## src/rtl/gemm_store_controller.sv

```systemverilog
// Drains an output tile from the accumulator array to memory, one row write per
// accepted request. Optional counters: define GEMM_STORE_PERF_CNT_EN.
module gemm_store_controller #(
  parameter int ADDR_W = 32,
  parameter int SIZE_W = 5
) (
  input  logic              clk,
  input  logic              rst,
  input  logic              can_store,
  input  logic [ADDR_W-1:0] tile_C_addr,
  input  logic [ADDR_W-1:0] tile_C_stride,
  input  logic [SIZE_W-1:0] msize,
  input  logic [SIZE_W-1:0] nsize,
  input  logic              mem_ready,
  output logic              gen_addr_store,
  output logic [ADDR_W-1:0] next_row_addr_store,
  output logic              interface_en_store,
  output logic              interface_rdwr_store,
  output logic [SIZE_W-1:0] interface_control_store,
  output logic              accum_rd_en,
  output logic [SIZE_W-1:0] accum_row_idx,
  output logic              done_store,
`ifdef GEMM_STORE_PERF_CNT_EN
  output logic [31:0]       perf_rows_stored,
  output logic [31:0]       perf_stall_cycles,
`endif
  output logic              busy
);

  typedef enum logic {
    S_IDLE,
    S_WRITE
  } state_t;

  state_t            r_state;
  logic [SIZE_W-1:0] r_row;
  logic [SIZE_W-1:0] r_msize;
  logic [SIZE_W-1:0] r_nsize;
  logic [ADDR_W-1:0] r_row_addr;
  logic [ADDR_W-1:0] r_stride;
  logic              r_can_q;

  logic              w_start;
  logic              w_write;
  logic              w_last;
  logic [ADDR_W-1:0] w_next_addr;

  assign w_start     = can_store & ~r_can_q;
  assign w_write     = (r_state == S_WRITE);
  assign w_last      = (r_row == (r_msize - SIZE_W'(1)));
  assign w_next_addr = r_row_addr + r_stride;

  // Decode outputs from state; everything is held at zero while in reset.
  always_comb begin
    gen_addr_store          = 1'b0;
    next_row_addr_store     = '0;
    interface_en_store      = 1'b0;
    interface_rdwr_store    = 1'b0;
    interface_control_store = '0;
    accum_rd_en             = 1'b0;
    accum_row_idx           = '0;
    done_store              = 1'b0;
    busy                    = 1'b0;
    if (!rst) begin
      if (w_write) begin
        interface_en_store      = 1'b1;
        interface_rdwr_store    = 1'b1;
        interface_control_store = r_nsize;
        accum_rd_en             = 1'b1;
        accum_row_idx           = r_row;
        busy                    = 1'b1;
        if (mem_ready) begin
          if (w_last) begin
            done_store = 1'b1;
          end else begin
            gen_addr_store      = 1'b1;
            next_row_addr_store = w_next_addr;
          end
        end
      end else if (w_start) begin
        if (msize != '0) begin
          gen_addr_store      = 1'b1;
          next_row_addr_store = tile_C_addr;
        end else begin
          done_store = 1'b1;
        end
      end
    end
  end

  // Row sequencing FSM; config is latched on the start edge.
  always_ff @(posedge clk) begin
    if (rst) begin
      r_state    <= S_IDLE;
      r_row      <= '0;
      r_msize    <= '0;
      r_nsize    <= '0;
      r_row_addr <= '0;
      r_stride   <= '0;
      r_can_q    <= 1'b0;
    end else begin
      r_can_q <= can_store;
      unique case (r_state)
        S_IDLE: begin
          if (w_start && (msize != '0)) begin
            r_msize    <= msize;
            r_nsize    <= nsize;
            r_stride   <= tile_C_stride;
            r_row_addr <= tile_C_addr;
            r_row      <= '0;
            r_state    <= S_WRITE;
          end
        end
        S_WRITE: begin
          if (mem_ready) begin
            if (w_last) begin
              r_state <= S_IDLE;
            end else begin
              r_row      <= r_row + SIZE_W'(1);
              r_row_addr <= w_next_addr;
            end
          end
        end
        default: r_state <= S_IDLE;
      endcase
    end
  end

`ifdef GEMM_STORE_PERF_CNT_EN
  // Saturating counters of accepted rows and stalled write cycles.
  always_ff @(posedge clk) begin
    if (rst) begin
      perf_rows_stored  <= '0;
      perf_stall_cycles <= '0;
    end else if (w_write) begin
      if (mem_ready) begin
        if (perf_rows_stored != '1)
          perf_rows_stored <= perf_rows_stored + 32'd1;
      end else begin
        if (perf_stall_cycles != '1)
          perf_stall_cycles <= perf_stall_cycles + 32'd1;
      end
    end
  end
`endif

endmodule
```

## config.mk

```make
export PLATFORM = sky130hd
export DESIGN_NAME = gemm_store_controller
export DESIGN_NICKNAME = d
export VERILOG_FILES = /design/src/rtl/gemm_store_controller.sv
export SDC_FILE = /design/constraint.sdc
export NUM_CORES = 1
export LEC_CHECK = 0
export CAP_MARGIN = 15
export CORE_MARGIN = 5
export CORE_UTILIZATION = 35
export DETAILED_ROUTE_END_ITERATION = 7
export GPL_TIMING_DRIVEN = 0
export PLACE_DENSITY = 0.65
export RECOVER_POWER = 50
export SYNTH_ARGS = -nofsm -noshare
export SYNTH_HDL_FRONTEND = slang
export SYNTH_SLANG_ARGS = --single-unit
```

## constraint.sdc

```tcl
create_clock -name clk -period 5.2 [get_ports clk]
set_clock_uncertainty 0.05 [all_clocks]
set_input_delay 1.04 -clock clk [delete_from_list [all_inputs] [get_ports clk]]
set_output_delay 1.04 -clock clk [all_outputs]
set_load 0.05 [all_outputs]
```

==> Yosys cells after proc, flatten, opt, wreduce, memory -nomap -nowiden <==
Index checks and enable logic that the tools add are counted.
{ "op_classes": {"n_reduce_logical": 4, "add_sub_neg": 3, "mux": 35, "eq_ne": 4, "bitwise": 3} }
{ "ops": {"columns": ["op", "n"], "rows": [
  ["$mux W32", 9],
  ["$pmux W32 S2", 1],
  ["$mux W5", 7],
  ["$add A32 B32 Y32", 1],
  ["$mux W1", 16],
  ["$pmux W5 S2", 1],
  ["$ne A2 B2 Y1 const B", 3],
  ["$add A5 B1 Y5 const B", 1],
  ["$eq A5 B5 Y1", 1],
  ["$reduce_bool A5 Y1", 1],
  ["$sub A5 B1 Y5 const B", 1],
  ["$reduce_and A3 Y1", 1],
  ["$not A1 Y1", 2],
  ["$pmux W1 S2", 1],
  ["$reduce_and A2 Y1", 1],
  ["$and A1 B1 Y1", 1],
  ["$logic_and A1 B1 Y1", 1]
]} }
{ "word_totals": {"elab_cells": 56, "input_bits": 78, "register_bits": 81} }

==> Depth between registers and ports, before layout <==
{ "depth": {"depth_word": 6, "ltp_mapped": 11, "depth_no_buf": 10} }

==> Worst setup path after synthesis <==
No wires, ideal clock.
{ "synth_path": {"path_kind": "register to output", "from": "register r_row_addr[0]", "to": "output port next_row_addr_store[24]", "t_required_ns": 4.110, "slack_ns": 0.868, "arrival_ns": 3.242, "n_path_buf": 0, "stages_incl_launch_ff": 10, "path_cell_list": "dfxtp_1 -> ha_1 -> fa_1 -> a211o_1 -> a21oi_2 -> a31oi_1 -> a211o_1 -> a21oi_1 -> xor2_1 -> o21ai_0"} }
{ "synth_via": {"elab_chain_len": 5} }
{ "synth_rtl": {"columns": ["element", "line_no", "source"], "rows": [
  ["from (decl)", "39", "logic [ADDR_W-1:0] r_row_addr;"],
  ["from (signal assigned)", "109", "r_row_addr <= tile_C_addr;"],
  ["from (signal assigned)", "120", "r_row_addr <= w_next_addr;"],
  ["$add A32 B32 Y32", "51", "assign w_next_addr = r_row_addr + r_stride;"],
  ["$mux W32", "73", "if (w_last) begin"],
  ["$mux W32", "72", "if (mem_ready) begin"],
  ["$mux W32", "65", "if (w_write) begin"],
  ["$mux W32", "64", "if (!rst) begin"],
  ["to (decl)", "16", "output logic [ADDR_W-1:0] next_row_addr_store,"]
]} }
No other way between the ends.

==> Final worst setup path <==
{ "layout_path": {"from": "input port can_store", "to": "output port next_row_addr_store[11]"} }
{ "layout_via": {"elab_chain_len": 4} }
{ "layout_rtl": {"columns": ["element", "line_no", "source"], "rows": [
  ["from (decl)", "9", "input logic can_store,"],
  ["$and A1 B1 Y1", "48", "assign w_start = can_store & ~r_can_q;"],
  ["$mux W32", "80", "end else if (w_start) begin"],
  ["$mux W32", "65", null],
  ["$mux W32", "64", null]
]} }
No other way between the ends.

==> run summary <==
CTS Sinks -> 81
final hold slack -> 0.405 ns
Async SR Flop Fraction -> 0
Worst R2R Path Depth -> 9
sequential power share -> 0.382
Largest delay share family, worst path -> buffers and inverters
Mapped Area -> 5250 µm²
Seq/Total Area, Yosys -> 0.309
total leakage power -> 0.00295 µW
number of synthesized flops with an enable pin -> 0
RSZ-0062 raised after global routing -> true
slew margin rel. -> 0.380
DIE HEIGHT -> 133 µm
crit path from -> can_store
DRC viols -> 0
Initial Util -> 0.359
clk_lat worst skew -> 0.35 ns
Layout Area Growth over Synthesis -> 33.5%
first-pass GRT wire length -> 28.9 mm
hpwl dp -> 13.7 mm
reg2reg start -> r_row_addr[0]
GRT Total Usage -> 0.203
syn avg cell area -> 7.40 µm²
crit-path cells -> clkdlybuf4s50_1, nor2b_1, o21ai_1, or2_2, nor2_1, clkbuf_2, nand2_1, o21ai_0, clkdlybuf4s50_1
Root Driver -> clkbuf_16
Hold Path Class -> reg -> reg
predominant post-synthesis flop cell -> dfxtp_1
Tcrit/Tclk final -> 0.973
CP most frequent cell -> clkdlybuf4s50_1
CP bufs+invs -> 3
R2R Path End -> r_row_addr[24]
CP Class -> in -> out
# rows -> 44
setup TNS -> 0 ns
worst vdd ir -> 0.130 mV
synth warn -> 0
I/O Pins -> 126
TritonRoute pass-1 iters -> 5
R2R Setup Slk -> 2.26 ns
crit path capture type -> output port
Syn Inst Count -> 710
final instance count without filler cells -> 1034
share of layout cells above drive strength 1 -> 0.0482
CTS tree -> done
synthesized flop and latch total -> 81
total stage count of the critical path -> 9
outcome -> finished, final reports clean
most common cell after layout, fill and taps aside -> nand2_1
H-tree levels -> 3
DIE WIDTH -> 133 µm
min Tclk post-route -> 5.06 ns
Worst setup SP type -> input pin
Iteration-0 DRC Markers -> 374
grt total ovfl -> 0
port buffer count -> 124
Synth cell types -> 63
Least-Margin Pin Slew -> 0.923 ns
Post-CTS Setup Repair Bufs -> 0
net count after synthesis -> 822
initial antenna violation count -> 0
TritonCTS Buffers -> 9
GPL Wtd Cong -> 0.941
Combinational Power Share -> 0.264
GRT Max-Usage Layer -> met2
Antenna diodes -> 0
WL per Instance -> 17.3 µm
# setup viols final -> 0
met1 GRT Util -> 0.263
Slowest-stage cell, CP -> clkdlybuf4s50_1
Clock Path Buffers -> 2
pin count of the biggest net entering global routing -> 14
commonest non-fill, non-tap cells in the layout -> nand2_1 (155), clkdlybuf4s50_1 (122), a21oi_1 (101)
Worst Setup EP -> next_row_addr_store[11]
max incr delay on CP -> 0.87 ns
clk slew on worst S/H paths -> 0.06 ns
Worst Path Required -> 4.11 ns
Slew Limit Fails -> 0
M3 GR Usage -> 0.0456
Die ar. -> 17600 µm²
Placed Cells incl. Taps -> 1018
DRT antenna net count -> 0
GR Layer Usage met2 -> 0.325
highest clock rate -> 0.198 GHz
Switching Share -> 0.324
clock share of power -> 0.354
internal power -> 1220 µW
Psw -> 584 µW
nets -> 957
critical path peak fanout -> 10
Hold Vio Cnt, Final -> 0
Routed WL -> 17.9 mm
vias in the first global route -> 5690
DR vias -> 5559
Core Box Area -> 14600 µm²
Worst EP arrival -> 3.97 ns
P per Cell Area -> 257 nW/µm²
drt via density -> 5.38
final core occ -> 0.479
max cap viols -> 0
## what timing repair did
| item | CTS | global route |
|---|---|---|
| setup endpoints to repair | 2 | 11 |
| hold buffers | 0 | 0 |
| gates resized for setup | 2 | 3 |
## routing by layer
| layer | share of wire | up-vias |
|---|---|---|
| li1 | - | 2781 |
| met1 | 0.45 | 2576 |
| met2 | 0.45 | 173 |
| met3 | 0.071 | 29 |
| met4 | 0.026 | 0 |
| met5 | 0 | - |
## per-stage QoR
step                      area (µm²)  worst slack (ns)  total power, µW
after floorplan                 5250             0.868              996
after global placement          6730            -0.118             1170
final                           7020             0.140             1800
after global routing            7020           -0.0396             1890
after detailed placement        6730           -0.0550             1180
after CTS                       7020            0.0858             1820
## how the worst min path moves through the flow
stage / start / to / slack, ns / depth (start not counted)
2_1_floorplan: r_nsize[0] / r_nsize[0] / 0.38 / 2
3_3_place_gp: r_nsize[0] / r_nsize[0] / 0.39 / 2
3_5_place_dp: r_nsize[0] / r_nsize[0] / 0.39 / 2
4_1_cts: r_nsize[0] / r_nsize[0] / 0.40 / 2
5_1_grt: r_nsize[0] / r_nsize[0] / 0.42 / 2
6_report: r_nsize[0] / r_nsize[0] / 0.41 / 2
## flip-flops by register name, indices dropped and copies added (netlist names)
register,flops
r_can_q,1
r_row_addr,32
r_stride,32
r_nsize,5
r_row,5
r_state,1
r_msize,5
## tightest hold or removal path, stage by stage, from the launching register on
cell and delay [ns]:
dfxtp_1 0.30, nand2_1 0.05, a21oi_1 0.05
## power groups by stage
stage / sequential, µW / combinational (µW) / clock, µW
2_1_floorplan: 694 / 302 / 0
3_3_place_gp: 701 / 472 / 0
3_5_place_dp: 702 / 474 / 0
4_1_cts: 688 / 477 / 654
5_1_grt: 693 / 520 / 672
6_report: 689 / 477 / 639
## kinds of logic (layout without fill, tap and decap cells)
logic type                 after synthesis  count (layout)  synth area share
AOI/OAI and AO/OA                      227             227             0.276
xor gates and xnor gates                35              35            0.0583
adders and majority gates               34              34            0.0824
buffers and inverters                   59             199            0.0467
DFF                                     81              81             0.309
muxes                                    1               1           0.00191
and+or+nand+nor                        273             273             0.226
## area by class of cell
| cell class | count | area (µm²) |
|---|---|---|
| Multi-Input combinational cell | 570 | 3380 |
| Buffer | 46 | 196 |
| Inverter | 13 | 48.8 |
| Timing Repair Buffer | 124 | 1250 |
| Fill cell | 1513 | 7630 |
| Tap cell | 184 | 230 |
| Clock inverter | 5 | 56.3 |
| Clock buffer | 11 | 233 |
| Sequential cell | 81 | 1620 |
## cell usage after synthesis, types with 12 or more instances
library cell | instances | area share
inv_1 | 13 | 0.0093
clkbuf_1 | 33 | 0.024
a21oi_1 | 101 | 0.096
nor2_1 | 52 | 0.037
and2_1 | 12 | 0.014
a22oi_1 | 17 | 0.024
xor2_1 | 17 | 0.028
xnor2_1 | 18 | 0.030
a21o_1 | 15 | 0.021
nand2_1 | 155 | 0.11
ha_1 | 33 | 0.079
o21ai_0 | 28 | 0.027
dfxtp_1 | 81 | 0.31
Note: power is estimated with default switching activity, not from simulation.
==> patch 1, RTL diff (same flow settings) <==
Set the parameter `SIZE_W` to 10 (it was 5).
--- a/src/rtl/gemm_store_controller.sv
+++ b/src/rtl/gemm_store_controller.sv
@@ -2,7 +2,7 @@
 // accepted request. Optional counters: define GEMM_STORE_PERF_CNT_EN.
 module gemm_store_controller #(
   parameter int ADDR_W = 32,
-  parameter int SIZE_W = 5
+  parameter int SIZE_W = 10
 ) (
   input  logic              clk,
   input  logic              rst,
Ports: changed (resized accum_row_idx, interface_control_store, msize and nsize); port bits go from 126 to 146. The function was not compared with the original's and may differ.
==> patch 1 against the unedited design <==
- clock power increased by 9.7%
- synthesized area increased by 14%
- core utilization decreased by 0.53 points
- sequential cell count increased by 15
- wire length increased by 8.9%
- power increased by 13%
- hold slack got worse by 4.9 ps
- final area increased by 15%
- synthesized cell count increased by 13%
- non-clock buffer count increased by 34
- fmax increased by 0.85%
- worst setup slack improved by 43 ps
- critical path type is now reg -> out
==> patch 1: results (changes against the unedited design) <==
GR Util met2=30.8% (was 32.5%); met3 wire length=1130 um (was 1270 um); slowest stage cell, crit path=clkdlybuf4s50_1 (unchanged); mean post-synth cell area=7.50 um2 (was 7.40 um2); Worst-Margin Slew=684 ps (was 923 ps); largest cells by area after synthesis=dfxtp_1, nand2_1, a21oi_1 (unchanged); reg2reg end=r_row[4]$_SDFFE_PP0P_ (was r_row_addr[24]$_SDFFE_PP0P_); met2 routed WL=8690 um (was 8060 um); met3 global-route usage=3.93% (was 4.56%); Leakage=3.29 nW (was 2.95 nW); cell area power density=252 nW/um2 (was 257 nW/um2); P_clk=0.701 mW (was 0.639 mW); M1 WL=9210 um (was 8100 um); hold path start=r_nsize[3]$_SDFFE_PP0P_ (was r_nsize[0]$_SDFFE_PP0P_); max incr delay on CP=810 ps (was 870 ps); TritonRoute pass-1 iters=5 (unchanged); outcome=complete, no violations (unchanged); Net Switching=0.655 mW (was 0.584 mW); end of the critical path=next_row_addr_store[28] (was next_row_addr_store[11]); drt total wl=19500 um (was 17900 um); fill cell count=1786 (was 1513); Overall Global Routing Usage=19.3% (was 20.3%); peak supply drop=171 uV (was 130 uV); met1 GRT Util=26.2% (was 26.3%); first-pass GRT wire length=31200 um (was 28900 um); multiplexer share of the synthesized area=0.999% (was 0.191%); final net count=1082 (was 957); delay-heaviest family, CP=compound AO/OA/AOI/OAI gates (was buffers and inverters); port bufs=145 (was 124); hold endpoint=r_nsize[3]$_SDFFE_PP0P_ (was r_nsize[0]$_SDFFE_PP0P_); Initial DRC Count=403 (was 374); Clk pin slew, worst setup/hold paths=70 ps; Adder-Cell Fraction of Synth Area=7.20% (was 8.24%); worst-path maximum fanout=5 (was 10); Commonest cells post-synth=nand2_1, a21oi_1, dfxtp_1, nor2_1, clkbuf_1 (was nand2_1, a21oi_1, dfxtp_1, nor2_1); Detail Placement HPWL=15000 um (was 13700 um); largest net degree at the start of global routing=17 (was 14); Mapped Nets=923 (was 822); gp weighted congestion=0.923 (was 0.941); Placement Cell Area=7740 um2 (was 6730 um2); non-filler cells, final=1190 (was 1034); fraction of layout cells with a size suffix above 1=4.25% (was 4.82%); reg2reg setup slack=2140 ps (was 2260 ps); XOR/XNOR share of the synthesized area=6.41% (was 5.83%); Comb group=0.521 mW (was 0.477 mW); Crit. Startpoint=r_stride[0]$_SDFFE_PP0P_ (was can_store); hold slack final=400 ps (was 405 ps); Seq/Total Area, Yosys=32.0% (was 30.9%); vias in the first global route=6149 (was 5690); via count=6302 (was 5559); post-synthesis compound-gate area fraction=24.4% (was 27.6%); reg2reg start=r_msize[0]$_SDFFE_PP0P_ (was r_row_addr[0]$_SDFFE_PP0P_); DRC violations left=0 (unchanged); DP Cell Count=1171 (was 1018)
==> patch 1: layout make-up <==
cell class | count | area [um2] | share of cell area (%)
multi-input cells | 637 | 3780 | 46.8
repair buffers | 148 | 1490 | 18.5
inverters | 12 | 45.0 | 0.557
plain buffers | 56 | 254 | 3.14
well taps | 225 | 282 | 3.48
clock inverters | 6 | 67.6 | 0.836
flip-flops and latches | 96 | 1920 | 23.8
clock buffers | 10 | 239 | 2.96
==> patch 1: metrics by stage <==
| step | setup TNS [ps] | worst slack, ps |
|---|---|---|
| global placement | -1110 | -430 |
| detailed placement | -1100 | -416 |
| finish | 0 | 182 |
| floorplan | 0 | 871 |
| global route | 0 | 28.3 |
| CTS | 0 | 19.1 |
==> patch 1: repair_timing <==
item / in CTS / in global routing
gates resized for setup: 2 / 9
hold buffers: 0 / 0
setup buffers: 0 / 3
setup endpoints to repair: 7 / 14
pin swaps: 1 / 1
==> patch 2, RTL diff (same settings) <==
Without the edit above. Add a define of `GEMM_STORE_PERF_CNT_EN`.
--- a/src/rtl/gemm_store_controller.sv
+++ b/src/rtl/gemm_store_controller.sv
@@ -1,5 +1,7 @@
 // Drains an output tile from the accumulator array to memory, one row write per
 // accepted request. Optional counters: define GEMM_STORE_PERF_CNT_EN.
+`define GEMM_STORE_PERF_CNT_EN
+
 module gemm_store_controller #(
   parameter int ADDR_W = 32,
   parameter int SIZE_W = 5
Check against the original RTL (old outputs only; new: perf_rows_stored and perf_stall_cycles): equivalent (equiv_simple and equiv_induct, registers matched by name and starting in step).
==> patch 2 against the unedited design <==
- sequential cell count increased by 64
- worst setup slack improved by 41 ps
- synthesized area up 53%
- via count rose by 41%
- sequential share of layout area is 3.8 points higher
- critical path depth is 1 lower
- cell count up 47%
- largest cell class unchanged
- sequential power grew 71%
- wire length rose by 41%
- final area is 54% higher
- die area is 49% higher
- first-iteration DRC count increased by 7.0%
- power rose by 58%
==> patch 2: results (changes against the unedited design) <==
Place WS=-316 ps (was -55.0 ps); Overall Global Routing Usage=19.0% (was 20.3%); Initial DRC Count=400 (was 374); peak supply drop=209 uV (was 130 uV); outcome=complete, no violations (unchanged); Worst-Margin Slew=1170 ps (was 923 ps); hold endpoint=r_nsize[1]$_SDFFE_PP0P_ (was r_nsize[0]$_SDFFE_PP0P_); CP arrival=3930 ps (was 3970 ps); clock buffer count from CTS=17 (was 9); Placement Cell Area=10300 um2 (was 6730 um2); clock latency at the later pin of the worst-skew pair=430 ps (was 350 ps); Yosys cell types=72 (was 63); final net count=1334 (was 957); DR vias/cell=5.17 (was 5.38); largest net degree at the start of global routing=17 (was 14); Commonest cells post-synth=nand2_1, dfxtp_1, nor2_1, a21oi_1, xor2_1 (was nand2_1, a21oi_1, dfxtp_1, nor2_1); hold path start=r_nsize[1]$_SDFFE_PP0P_ (was r_nsize[0]$_SDFFE_PP0P_); reg2reg setup slack=2120 ps (was 2260 ps); reg2reg path depth=10 (was 9); vias in the first global route=7413 (was 5690); port bufs=188 (was 124); Seq/Total Area, Yosys=36.1% (was 30.9%); fraction of layout cells with a size suffix above 1=4.79% (was 4.82%); Detail Placement HPWL=19300 um (was 13700 um); largest cells by area after synthesis=dfxtp_1, nand2_1, xor2_1 (was dfxtp_1, nand2_1, a21oi_1); drt total wl=25300 um (was 17900 um); H-tree depth=4 (was 3); Mapped Nets=1126 (was 822); fill cell count=2260 (was 1513)
-- patch 2: worst max-delay path: stages --
cell and delay [ps]:
dlygate4sd3_1 590, and2_1 200, o41a_1 210, buf_2 290
clkbuf_1 460, a22oi_1 190, nor2_1 120, clkdlybuf4s50_1 820
-- patch 2: cell type report --
class | count | area (um2) | share of cell area, %
plain buffers | 50 | 216 | 2.01
clock buffers | 17 | 425 | 3.94
clock inverters | 15 | 134 | 1.24
inverters | 13 | 48.8 | 0.452
multi-input cells | 804 | 4800 | 44.5
flip-flops and latches | 145 | 2900 | 26.9
well taps | 285 | 357 | 3.31
repair buffers | 189 | 1900 | 17.6
-- patch 2: where the power goes --
group	leakage [nW]	switching (mW)	internal (mW)
logic	3.02	0.296	0.191
clock network	0.271	0.552	0.632
registers	1.18	0.0287	1.15
-- patch 2: repair_timing --
action / CTS / global route
pin swaps: 0 / 0
setup endpoints to repair: 29 / 9
gates resized for setup: 6 / 10
-- patch 2: worst max path at each step --
stage / from / endpoint / slack, ps / cells after the start
after CTS: r_row_addr[0]$_SDFFE_PP0P_ / next_row_addr_store[20] / 10 / 10
final: mem_ready / next_row_addr_store[3] / 180 / 8
after detailed placement: can_store / next_row_addr_store[1] / -320 / 8
after floorplan: r_row_addr[0]$_SDFFE_PP0P_ / next_row_addr_store[24] / 930 / 10
after global placement: can_store / next_row_addr_store[0] / -280 / 8
after global routing: r_row_addr[0]$_SDFFE_PP0P_ / next_row_addr_store[30] / 2 / 11
-- patch 2: logic make-up after synthesis --
logic type / share of synthesized area (%)
and+or+nand+nor: 25.6
DFF: 36.1
AOI/OAI and AO/OA: 18.2
adders and majority gates: 5.69
buffers and inverters: 3.38
xor gates and xnor gates: 10.6
muxes: 0.498
-- patch 2: through the flow --
step | cells | hold WS (ps) | utilization [%]
2_1_floorplan | 1012 | 382 | -
3_3_place_gp | 1485 | 388 | 45.4
3_5_place_dp | 1486 | 396 | 45.4
4_1_cts | 1518 | 405 | 47.9
5_1_grt | 1518 | 436 | 47.6
6_report | 1518 | 404 | 47.6
-- patch 2: layer usage --
| layer | wire [um] | vias to the layer above | share of wire, % | track usage (%) |
|---|---|---|---|---|
| li1 | - | 3979 | - | - |
| met1 | 12000 | 3652 | 48 | 25.9 |
| met2 | 11600 | 197 | 46 | 30.5 |
| met3 | 1430 | 18 | 5.7 | 4.80 |
| met4 | 251 | 0 | 0.99 | 4.34 |
| met5 | 0 | - | 0 | 0 |
